===== config.mk =====
export PLATFORM = sky130hd
export DESIGN_NAME = bloom_sett_master_flat
export DESIGN_NICKNAME = d
export VERILOG_FILES = /design/src/rtl/bloom_sett_master_if.sv /design/src/rtl/bloom_sett_master.sv /design/src/flat_wrapper.sv
export SDC_FILE = /design/constraint.sdc
export NUM_CORES = 1
export LEC_CHECK = 0
export BUFFER_PORTS_ARGS = -buffer_cell sky130_fd_sc_hd__buf_4
export CAP_MARGIN = 20
export CELL_PAD_IN_SITES_DETAIL_PLACEMENT = 2
export CELL_PAD_IN_SITES_GLOBAL_PLACEMENT = 2
export CORE_ASPECT_RATIO = 1.4
export CORE_UTILIZATION = 26
export DETAILED_ROUTE_END_ITERATION = 7
export GPL_ROUTABILITY_DRIVEN = 0
export GPL_TIMING_DRIVEN = 0
export PLACE_DENSITY_LB_ADDON = 0.1
export SYNTH_ARGS = -nofsm -noshare
export SYNTH_HDL_FRONTEND = slang
export SYNTH_SLANG_ARGS = --single-unit

===== constraint.sdc =====
create_clock -name clk_i -period 1.8 [get_ports clk_i]
set_clock_uncertainty 0.15 [all_clocks]
set_input_delay 0.36 -clock clk_i [delete_from_list [all_inputs] [get_ports clk_i]]
set_output_delay 0.36 -clock clk_i [all_outputs]
set_load 0.005 [all_outputs]

===== src/rtl/bloom_sett_master_if.sv =====
// Bloom-filter programming bus between the pattern-programming master and the search memory.
// Latency: none (wires only).
// Backpressure: the memory throttles writes with ready and signals full-clear completion with full_clr_done.
//   sett modport (master): drives wr_stb, hash, hash_mask_val, wr_data, full_clr_stb; samples ready, full_clr_done.
//   mem  modport (slave) : the mirror image.
interface bloom_setting_if #(
    parameter int HASH_CNT   = 10,
    parameter int HASH_WIDTH = 12
);
    logic                           wr_stb;
    logic [HASH_CNT*HASH_WIDTH-1:0] hash;
    logic [HASH_CNT-1:0]            hash_mask_val;
    logic                           wr_data;
    logic                           full_clr_stb;
    logic                           ready;
    logic                           full_clr_done;

    modport sett (
        output wr_stb, hash, hash_mask_val, wr_data, full_clr_stb,
        input  ready, full_clr_done
    );

    modport mem (
        input  wr_stb, hash, hash_mask_val, wr_data, full_clr_stb,
        output ready, full_clr_done
    );
endinterface


===== src/rtl/bloom_sett_master.sv =====
// Sequences host SET/CLR/FULL_CLR commands onto the Bloom-filter programming bus.
// Latency: strobe 1 cycle after accept; done_o 1 cycle after the memory's ready / full_clr_done.
// Backpressure: cmd_ready_o only in IDLE with bsi.ready high; payload held until the write retires.
//   Ports: clk_i/rst_n_i (async active-low); cmd_* command handshake; done_o/busy_o/err_o/wr_cnt_o
//   status; err_clr_i clears sticky errors; bsi = bloom_setting_if.sett.
//   Optional watchdog on the wait states: define BLOOM_SETT_TIMEOUT_EN.
module bloom_sett_master #(
    parameter int HASH_CNT       = 10,
    parameter int HASH_WIDTH     = 12,
    parameter int TIMEOUT_CYCLES = 8192,
    parameter int CNT_WIDTH      = 16
) (
    input  logic                           clk_i,
    input  logic                           rst_n_i,
    input  logic                           cmd_valid_i,
    output logic                           cmd_ready_o,
    input  logic [1:0]                     cmd_op_i,
    input  logic [HASH_CNT*HASH_WIDTH-1:0] cmd_hash_i,
    input  logic [HASH_CNT-1:0]            cmd_mask_i,
    output logic                           done_o,
    output logic                           busy_o,
    output logic [1:0]                     err_o,
    input  logic                           err_clr_i,
    output logic [CNT_WIDTH-1:0]           wr_cnt_o,
    bloom_setting_if.sett                  bsi
);

    typedef enum logic [2:0] {
        S_IDLE     = 3'd0,
        S_WR_STB   = 3'd1,
        S_WR_WAIT  = 3'd2,
        S_CLR_STB  = 3'd3,
        S_CLR_WAIT = 3'd4
    } state_t;

    state_t state, state_nxt;

    logic accept;
    logic in_wait;
    logic wr_done;
    logic clr_done;
    logic tmo_hit;
    logic tmo_exit;
    logic illegal;

    assign accept   = cmd_valid_i && cmd_ready_o;
    assign illegal  = accept && (cmd_op_i == 2'd3);
    assign in_wait  = (state == S_WR_WAIT) || (state == S_CLR_WAIT);
    assign wr_done  = (state == S_WR_WAIT) && bsi.ready;
    assign clr_done = (state == S_CLR_WAIT) && bsi.full_clr_done;
    // A real completion in the same cycle as the watchdog wins.
    assign tmo_exit = tmo_hit && !wr_done && !clr_done;

`ifdef BLOOM_SETT_TIMEOUT_EN
    localparam int TMO_W = $clog2(TIMEOUT_CYCLES + 1);
    logic [TMO_W-1:0] tmo_cnt;

    // Counts cycles spent in the current wait state; cleared whenever we leave it.
    always_ff @(posedge clk_i or negedge rst_n_i) begin
        if (!rst_n_i)     tmo_cnt <= '0;
        else if (in_wait) tmo_cnt <= tmo_cnt + 1'b1;
        else              tmo_cnt <= '0;
    end

    // Fires on the TIMEOUT_CYCLES-th wait cycle, so the wait lasts exactly that long.
    assign tmo_hit = in_wait && (tmo_cnt == TMO_W'(TIMEOUT_CYCLES - 1));
`else
    // Watchdog compiled out: never fires (TIMEOUT_CYCLES is a positive count), waits are unbounded.
    assign tmo_hit = (TIMEOUT_CYCLES < 0);
`endif

    // State register
    always_ff @(posedge clk_i or negedge rst_n_i) begin
        if (!rst_n_i) state <= S_IDLE;
        else          state <= state_nxt;
    end

    // Next-state logic
    always_comb begin
        state_nxt = state;
        case (state)
            S_IDLE: begin
                if (accept) begin
                    case (cmd_op_i)
                        2'd0, 2'd1: state_nxt = S_WR_STB;
                        2'd2:       state_nxt = S_CLR_STB;
                        default:    state_nxt = S_IDLE;
                    endcase
                end
            end
            S_WR_STB:   state_nxt = S_WR_WAIT;
            S_WR_WAIT:  if (wr_done || tmo_hit) state_nxt = S_IDLE;
            S_CLR_STB:  state_nxt = S_CLR_WAIT;
            S_CLR_WAIT: if (clr_done || tmo_hit) state_nxt = S_IDLE;
            default:    state_nxt = S_IDLE;
        endcase
    end

    // Outputs decoded from state
    always_comb begin
        bsi.wr_stb       = (state == S_WR_STB);
        bsi.full_clr_stb = (state == S_CLR_STB);
        busy_o           = (state != S_IDLE);
        cmd_ready_o      = (state == S_IDLE) && bsi.ready;
    end

    // Write payload: captured on accept only, so it stays put until the write retires.
    always_ff @(posedge clk_i or negedge rst_n_i) begin
        if (!rst_n_i) begin
            bsi.hash          <= '0;
            bsi.hash_mask_val <= '0;
            bsi.wr_data       <= 1'b0;
        end else if (accept && (cmd_op_i == 2'd0 || cmd_op_i == 2'd1)) begin
            bsi.hash          <= cmd_hash_i;
            bsi.hash_mask_val <= cmd_mask_i;
            bsi.wr_data       <= (cmd_op_i == 2'd0);
        end
    end

    // Retirement pulse, write counter and sticky errors
    always_ff @(posedge clk_i or negedge rst_n_i) begin
        if (!rst_n_i) begin
            done_o   <= 1'b0;
            wr_cnt_o <= '0;
            err_o    <= 2'b00;
        end else begin
            done_o <= illegal || wr_done || clr_done || tmo_exit;

            if (clr_done)     wr_cnt_o <= '0;
            else if (wr_done) wr_cnt_o <= wr_cnt_o + 1'b1;

            if (err_clr_i) err_o <= 2'b00;
            else           err_o <= err_o | {illegal, tmo_exit};
        end
    end

endmodule


===== src/flat_wrapper.sv =====
// flat-port wrapper written by rule: the top's interface ports become plain ports
module bloom_sett_master_flat 
#(
    parameter int HASH_CNT       = 10,
    parameter int HASH_WIDTH     = 12,
    parameter int TIMEOUT_CYCLES = 8192,
    parameter int CNT_WIDTH      = 16
)
  (clk_i, rst_n_i, cmd_valid_i, cmd_ready_o, cmd_op_i, cmd_hash_i, cmd_mask_i, done_o, busy_o, err_o, err_clr_i, wr_cnt_o, bsi_wr_stb, bsi_hash, bsi_hash_mask_val, bsi_wr_data, bsi_full_clr_stb, bsi_ready, bsi_full_clr_done);
  bloom_setting_if #(.HASH_CNT(HASH_CNT), .HASH_WIDTH(HASH_WIDTH)) bsi_i ();
  input  logic clk_i;
  input  logic rst_n_i;
  input  logic cmd_valid_i;
  output logic cmd_ready_o;
  input  logic [1:0] cmd_op_i;
  input  logic [HASH_CNT*HASH_WIDTH-1:0] cmd_hash_i;
  input  logic [HASH_CNT-1:0] cmd_mask_i;
  output logic done_o;
  output logic busy_o;
  output logic [1:0] err_o;
  input  logic err_clr_i;
  output logic [CNT_WIDTH-1:0] wr_cnt_o;
  output wire logic [$bits(bsi_i.wr_stb)-1:0] bsi_wr_stb;
  output wire logic [$bits(bsi_i.hash)-1:0] bsi_hash;
  output wire logic [$bits(bsi_i.hash_mask_val)-1:0] bsi_hash_mask_val;
  output wire logic [$bits(bsi_i.wr_data)-1:0] bsi_wr_data;
  output wire logic [$bits(bsi_i.full_clr_stb)-1:0] bsi_full_clr_stb;
  input wire logic [$bits(bsi_i.ready)-1:0] bsi_ready;
  input wire logic [$bits(bsi_i.full_clr_done)-1:0] bsi_full_clr_done;
  assign bsi_wr_stb = bsi_i.wr_stb;
  assign bsi_hash = bsi_i.hash;
  assign bsi_hash_mask_val = bsi_i.hash_mask_val;
  assign bsi_wr_data = bsi_i.wr_data;
  assign bsi_full_clr_stb = bsi_i.full_clr_stb;
  assign bsi_i.ready = bsi_ready;
  assign bsi_i.full_clr_done = bsi_full_clr_done;
  bloom_sett_master #(.HASH_CNT(HASH_CNT), .HASH_WIDTH(HASH_WIDTH), .TIMEOUT_CYCLES(TIMEOUT_CYCLES), .CNT_WIDTH(CNT_WIDTH)) u_core (.clk_i(clk_i), .rst_n_i(rst_n_i), .cmd_valid_i(cmd_valid_i), .cmd_ready_o(cmd_ready_o), .cmd_op_i(cmd_op_i), .cmd_hash_i(cmd_hash_i), .cmd_mask_i(cmd_mask_i), .done_o(done_o), .busy_o(busy_o), .err_o(err_o), .err_clr_i(err_clr_i), .wr_cnt_o(wr_cnt_o), .bsi(bsi_i));
endmodule

==> summary.md, run 1 <==
| Metric | Value |
|---|---|
| Total negative slack | `-23.37 ns` |
| Total CTS buffers | `17` |
| CP startpoint kind | `flop` |
| Fin Hold WS | `0.0209 ns` |
| Routed length on met1 | `8.45 mm` |
| Synth Warn # | `0` |
| Initial Util | `26.4%` |
| Number of synthesized flops with an enable pin | `0` |
| Final nets | `994` |
| Tmin final | `2.04 ns` |
| Crit path kind | `flop to flop` |
| Post-DR wirelength/cell | `21.1 um` |
| RSZ-0062 raised after global routing | `true` |
| Setup violations, final | `139` |
| Synthesized flop and latch total | `152` |
| Post-synth top flop | `dfrtp_1` |
| H-tree lvl count | `4` |
| Max stage delay on crit path | `0.57 ns` |
| Via density | `4.38` |
| R2r setup slk | `-0.24 ns` |
| Crit path DAT | `2.25 ns` |
| Area share of the largest cell type after synthesis | `64.2%` |
| Vias post-DR | `5121` |
| Vias in the first global route | `6160` |
| Max Used Layer | `met4` |
| Status | `finished, violations left` |
| Grt ovf | `0` |
| CTS max path bufs | `2` |
| Peak supply drop | `0.697 mV` |
| DIE HEIGHT | `181 um` |
| Initial antenna violation count | `0` |
| Largest area contributor in the netlist | `dfrtp_1` |
| Worst-path fanout max | `7` |
| Syn nets | `531` |
| Largest net degree at the start of global routing | `94` |
| DR iter-0 viols | `103` |
| Syn-to-layout area delta | `98.8%` |
| # IOs | `292` |
| Die area | `23400 um^2` |
| # diodes | `0` |
| FF-to-FF path depth | `4` |
| Worst-path clk slew | `0.07 ns` |
| Fin. max-slew vios | `0` |
| Mapped Area | `5920 um^2` |
| CP Cell Sequence | `nand4bb_4 -> a2111o_1 -> or3_4 -> a21oi_2` |
| Slack of the critical path | `-0.242 ns` |
| Worst Setup End Kind | `flop` |
| Rows | `65` |
| Area of the core | `22400 um^2` |
| Post-synth top cells | `152 x dfrtp_1, 130 x mux2_2, 12 x nor2_1` |
| Critical path required time | `2.01 ns` |
| Most common cell in the synthesized netlist | `dfrtp_1` |
| # Max-Cap Violations | `0` |
| Final Hold Fails | `0` |
| GRT Util Overall | `20.3%` |
| Met3 WL | `1.61 mm` |
| Syn Inst Count | `392` |
| Total power draw | `17200 uW` |
| WL final | `24.7 mm` |
| # fillers | `2142` |
| Post-DP HPWL | `14.3 mm` |
| Tightest Pin Transition | `0.607 ns` |
| Post-synthesis sequential area ratio | `64.2%` |
| Met2 wire length | `13.9 mm` |
| Worst hold path stage count | `2` |
| Clk sinks | `152` |
| 1st-pass router iterations | `4` |
| First-pass GRT wire length | `35.1 mm` |
| Async SR Flop Fraction | `100%` |
| Fmax | `490 MHz` |
| Violated checks | `setup timing` |
| Antenna viol nets, final | `0` |
| CTS tree | `done` |
| Mean Syn Cell Area | `15.1 um^2` |
| Slew margin rel. | `59.6%` |
| Slowest cell on crit path | `a2111o_1` |
| Clk_lat worst skew | `0.42 ns` |
| Fraction of layout cells with a size suffix above 1 | `61.2%` |
| DR DRC count | `0` |
| Port buffer count | `290` |
| Die W | `130 um` |
| Period utilization | `113%` |
| Synth unique cells | `33` |
| Top post-synthesis cells by area | `dfrtp_1 64%, mux2_2 25%, buf_4 1.4%` |
| Tightest Hold Check Type | `primary input to flop` |
| Cell Pwr Density | `1460 nW/um^2` |
| Root Driver | `clkbuf_16` |
| Pleak | `0.00560 uW` |
-- flip-flops by register name, indices dropped and copies added, names as in the netlist --
name	flops
u_core.bsi.hash	120
u_core.bsi.hash_mask_val	10
u_core.bsi.wr_data	1
u_core.done_o	1
u_core.err_o	1
u_core.state	3
u_core.wr_cnt_o	16
-- final timing paths --
kind | end | start
worst max-delay path | u_core.wr_cnt_o[9] | u_core.state[0]
worst min-delay path | u_core.bsi.hash[18] | cmd_hash_i[18]
worst max register to register | u_core.wr_cnt_o[9] | u_core.state[0]
worst min register to register | u_core.bsi.hash[54] | u_core.bsi.hash[54]
max in group asynchronous | u_core.bsi.hash[28] | rst_n_i
min in group asynchronous | u_core.wr_cnt_o[11] | rst_n_i
-- critical path, delay by kind of cell (launching register included) --
family | cells | cell delay, ns
flip-flops | 1 | 0.45
AND/OR/NAND/NOR | 2 | 0.66
AO/OA/AOI/OAI | 2 | 0.71
-- cell type report --
class,count,area (um^2),share of cell area (%)
flip-flops and latches,152,3810,32.3
multi-input cells,215,2600,22.1
well taps,301,377,3.20
inverters,6,22.5,0.191
clock inverters,12,223,1.89
repair buffers,447,4040,34.3
plain buffers,16,264,2.24
clock buffers,19,443,3.76
-- layer usage --
metal / vias to the layer above / track usage [%]
li1: 2307 / -
met1: 2575 / 19.2
met2: 199 / 37.7
met3: 40 / 7.57
met4: 0 / 9.16
met5: - / 0
-- stage by stage --
step           instances  utilization, %  instance area (um^2)  setup WS, ns
2_1_floorplan        392               -                  6060       -0.0863
3_3_place_gp         983            38.4                  8620        -0.604
3_5_place_dp         984            38.5                  8650        -0.599
4_1_cts             1146            49.3                 11100        -0.269
5_1_grt             1168            52.5                 11800        -0.319
6_report            1168            52.5                 11800        -0.242
-- cell families (layout without fill, tap and decap cells) --
kind of cell	after synthesis	in the layout	share of synthesized area, %
other	1	1	0.0633
xor gates and xnor gates	7	7	1.04
buffers and inverters	25	500	2.39
AOI/OAI and AO/OA	20	20	2.01
and+or+nand+nor	52	52	4.69
adders and majority gates	1	1	0.211
muxes	134	134	25.4
DFF	152	152	64.2
-- placed cells by master, fill, tap and decap left out, types with 5 or more instances in the layout --
| cell | count |
|---|---|
| bufinv_16 | 6 |
| mux2_4 | 130 |
| dlygate4sd3_1 | 116 |
| buf_12 | 13 |
| nand2_1 | 9 |
| buf_4 | 299 |
| dfrtp_1 | 149 |
| clkbuf_16 | 32 |
| buf_6 | 12 |
| xnor2_1 | 5 |
| nor2_1 | 11 |
| inv_1 | 5 |
-- power by group --
group | switching, uW | internal (uW)
logic | 2210 | 4730
registers | 1110 | 5000
clock network | 1480 | 2630
-- timing repair --
item | CTS | global route
buffers inserted | 16 | 9
endpoints found under the hold margin | 173 | 1
gates resized for setup | 116 | 80
pin swaps | 11 | 11
endpoints found under the setup margin | 150 | 149
hold buffers | 115 | 1
cloned | 1 | 15
(Power assumes the default switching activity.)
==> run 2: changes to the inputs <==
HOLD_SLACK_MARGIN = 0.15   (was not set)
SKIP_LAST_GASP = 1   (was not set)
==> summary.md, run 2 (synthesis results as in run 1) <==
| Metric | Value |
|---|---|
| Syn-to-layout area delta | `102%` |
| Setup violations, final | `140 (+0.72%)` |
| Fraction of layout cells with a size suffix above 1 | `59.7% (-1.5 points)` |
| Tmin final | `2.02 ns (-0.0246 ns)` |
| Leading cell type in the layout, fill and taps excluded | `buf_4` |
| Vias post-DR | `5246 (+2.4%)` |
| Final nets | `1013 (+1.9%)` |
| Port buffer count | `290 (unchanged)` |
| GRT Util Overall | `20.1% (-0.17 points)` |
| Status | `finished, violations left` |
| CTS tree | `done` |
| Total negative slack | `-23.73 ns (-0.360 ns)` |
| CP Cell Sequence | `nor3_4 -> nand3_2 -> nor2_4 -> buf_12 -> clkbuf_16 -> clkbuf_16 -> mux2_4` |
| Crit path kind | `flop to flop` |
| Comb pwr share | `40.4% (about the same)` |
| Tightest Pin Transition | `0.618 ns (+0.0112 ns)` |
| Grt ovf | `0 (unchanged)` |
| Sw Ratio | `28.9% (+0.89 points)` |
| Total CTS buffers | `17 (unchanged)` |
| Post-Layout Cell Count | `1188 (+1.7%)` |
| Via density | `4.42 (+0.72%)` |
| Slowest cell on crit path | `dfrtp_2` |
| First-pass GRT wire length | `34.9 mm (-0.59%)` |
| Worst Setup End Kind | `flop` |
| Peak supply drop | `0.725 mV (+4.0%)` |
| Vias in the first global route | `6167 (+0.11%)` |
| H-tree lvl count | `4 (unchanged)` |
| P_int | `12400 uW (about the same)` |
| Antenna viol nets, final | `0 (unchanged)` |
| Clk sinks | `152 (unchanged)` |
| Largest net degree at the start of global routing | `94 (unchanged)` |
| Violated checks | `setup timing` |
| Placed cells | `984 (unchanged)` |
| Fmax | `496 MHz (+1.2%)` |
| Die area | `23400 um^2 (unchanged)` |
| CP dominant cell by count | `clkbuf_16` |
| Top Registers | `u_core.bsi.hash: 120 flops, u_core.wr_cnt_o: 16 flops, u_core.bsi.hash_mask_val: 10 flops` |
| Initial antenna violation count | `1 (+1)` |
| Post-DP HPWL | `14.3 mm (unchanged)` |
| CP startpoint kind | `flop` |
| Worst-path fanout max | `8 (+1)` |
| RSZ-0062 raised after global routing | `true` |
| # IOs | `292 (unchanged)` |
| Fin. max-slew vios | `0 (unchanged)` |
| Sw Pwr | `5030 uW (+4.5%)` |
| Most frequent cells in the layout | `299 x buf_4, 149 x dfrtp_1, 135 x dlygate4sd3_1` |
| 1st-pass router iterations | `4 (unchanged)` |
| Clock power share | `24.0% (about the same)` |
| DIE HEIGHT | `181 um (unchanged)` |
| Pleak | `0.00567 uW (+1.2%)` |
| Slack of the critical path | `-0.217 ns (+0.0246 ns)` |
| Worst-path clk slew | `0.07 ns (about the same)` |
| # fillers | `2092 (-2.3%)` |
| Period utilization | `112% (-1.4 points)` |
| # Max-Cap Violations | `0 (unchanged)` |
| WL final | `26.4 mm (+7.1%)` |
| Clk_lat worst skew | `0.43 ns (about the same)` |
| Max FFs per register | `120 (unchanged)` |
| Slew margin rel. | `58.8% (-0.75 points)` |
| Critical path required time | `1.97 ns (-0.04 ns)` |
| Max stage delay on crit path | `0.45 ns (-0.12 ns)` |
| DR iter-0 viols | `123 (+19%)` |
| Area of the core | `22400 um^2 (unchanged)` |
| Reg power frac | `35.6% (about the same)` |
| Cell Pwr Density | `1460 nW/um^2 (about the same)` |
| Rows | `65 (unchanged)` |
| Biggest register | `u_core.bsi.hash` |
| Post-DR wirelength/cell | `22.2 um (+5.3%)` |
| CTS max path bufs | `2 (unchanged)` |
| Crit path DAT | `2.18 ns (-0.07 ns)` |
| Final Hold Fails | `0 (unchanged)` |
| Initial Util | `26.4% (unchanged)` |
| Die W | `130 um (unchanged)` |
| DR DRC count | `0 (unchanged)` |
| Root Driver | `clkbuf_16` |
| Tightest Hold Check Type | `primary input to flop` |
==> run 2: changes by cell type in the layout (fill, tap and decap cells not counted), sizes merged <==
cell / change
diode: +1
dlygate4sd3: +19
==> run 2: power groups by stage <==
stage	logic [uW]	registers, uW	clock network, uW
2_1_floorplan	1890	5970	0
3_3_place_gp	5280	5870	0
3_5_place_dp	5410	6000	0
4_1_cts	5900	5980	4200
5_1_grt	7510	6360	4380
6_report	7040	6190	4170
==> run 2: path summary, 6_finish.rpt <==
path	slack, ns	end	depth (start not counted)	from
max in group asynchronous	0.30	u_core.bsi.hash[59]	3	rst_n_i
min in group asynchronous	0.32	u_core.wr_cnt_o[10]	2	rst_n_i
setup / recovery	-0.22	u_core.bsi.hash[68]	7	u_core.state[1]
hold / removal	0.16	u_core.done_o	3	cmd_op_i[1]
setup reg to reg	-0.22	u_core.bsi.hash[68]	7	u_core.state[1]
hold reg to reg	0.37	u_core.bsi.hash[84]	1	u_core.bsi.hash[84]
==> run 2: what timing repair did <==
| action | CTS | global route |
|---|---|---|
| setup endpoints to repair | 150 | 149 |
| hold buffers | 134 | 1 |
| gates resized for setup | 52 | 138 |
| buffers inserted | 16 | 9 |
| pin swaps | 11 | 10 |
| cloned | 1 | 15 |
| endpoints found under the hold margin | 193 | 2 |
==> run 2: stage by stage <==
step / setup WS [ns] / cell area, um^2 / hold slack (ns) / power (uW) / utilization, %
floorplan: -0.0863 / 6060 / -0.0856 / 7850 / -
CTS: -0.271 / 11000 / 0.0764 / 16100 / 49.0
detailed placement: -0.599 / 8650 / 0.230 / 11400 / 38.5
global placement: -0.604 / 8620 / 0.341 / 11100 / 38.4
finish: -0.217 / 11900 / 0.163 / 17400 / 53.2
global route: -0.309 / 11900 / 0.180 / 18200 / 53.2
==> run 2: critical path: cells and delay by family, from the launching register on <==
kind	cells	cell delay [ns]
and+or+nand+nor	3	0.51
buffers and inverters	3	0.49
muxes	1	0.30
DFF	1	0.45
==> run 2: final cells by class <==
cell class              count  area [um^2]  share of cell area (%)
repair buffers            466         4230                    35.4
flip-flops and latches    152         3810                    31.9
multi-input cells         215         2580                    21.6
clock buffers              19          443                    3.71
well taps                 301          377                    3.15
plain buffers              16          259                    2.17
clock inverters            12          223                    1.86
inverters                   6         22.5                   0.189
diodes                      1         2.50                  0.0210
==> run 2: routing by layer <==
layer | GRT usage, % | up-vias | part of all wire (%)
li1 | - | 2347 | -
met1 | 19.0 | 2650 | 35
met2 | 38.5 | 204 | 57
met3 | 6.92 | 45 | 6.2
met4 | 7.58 | 0 | 2.6
met5 | 0 | - | 0
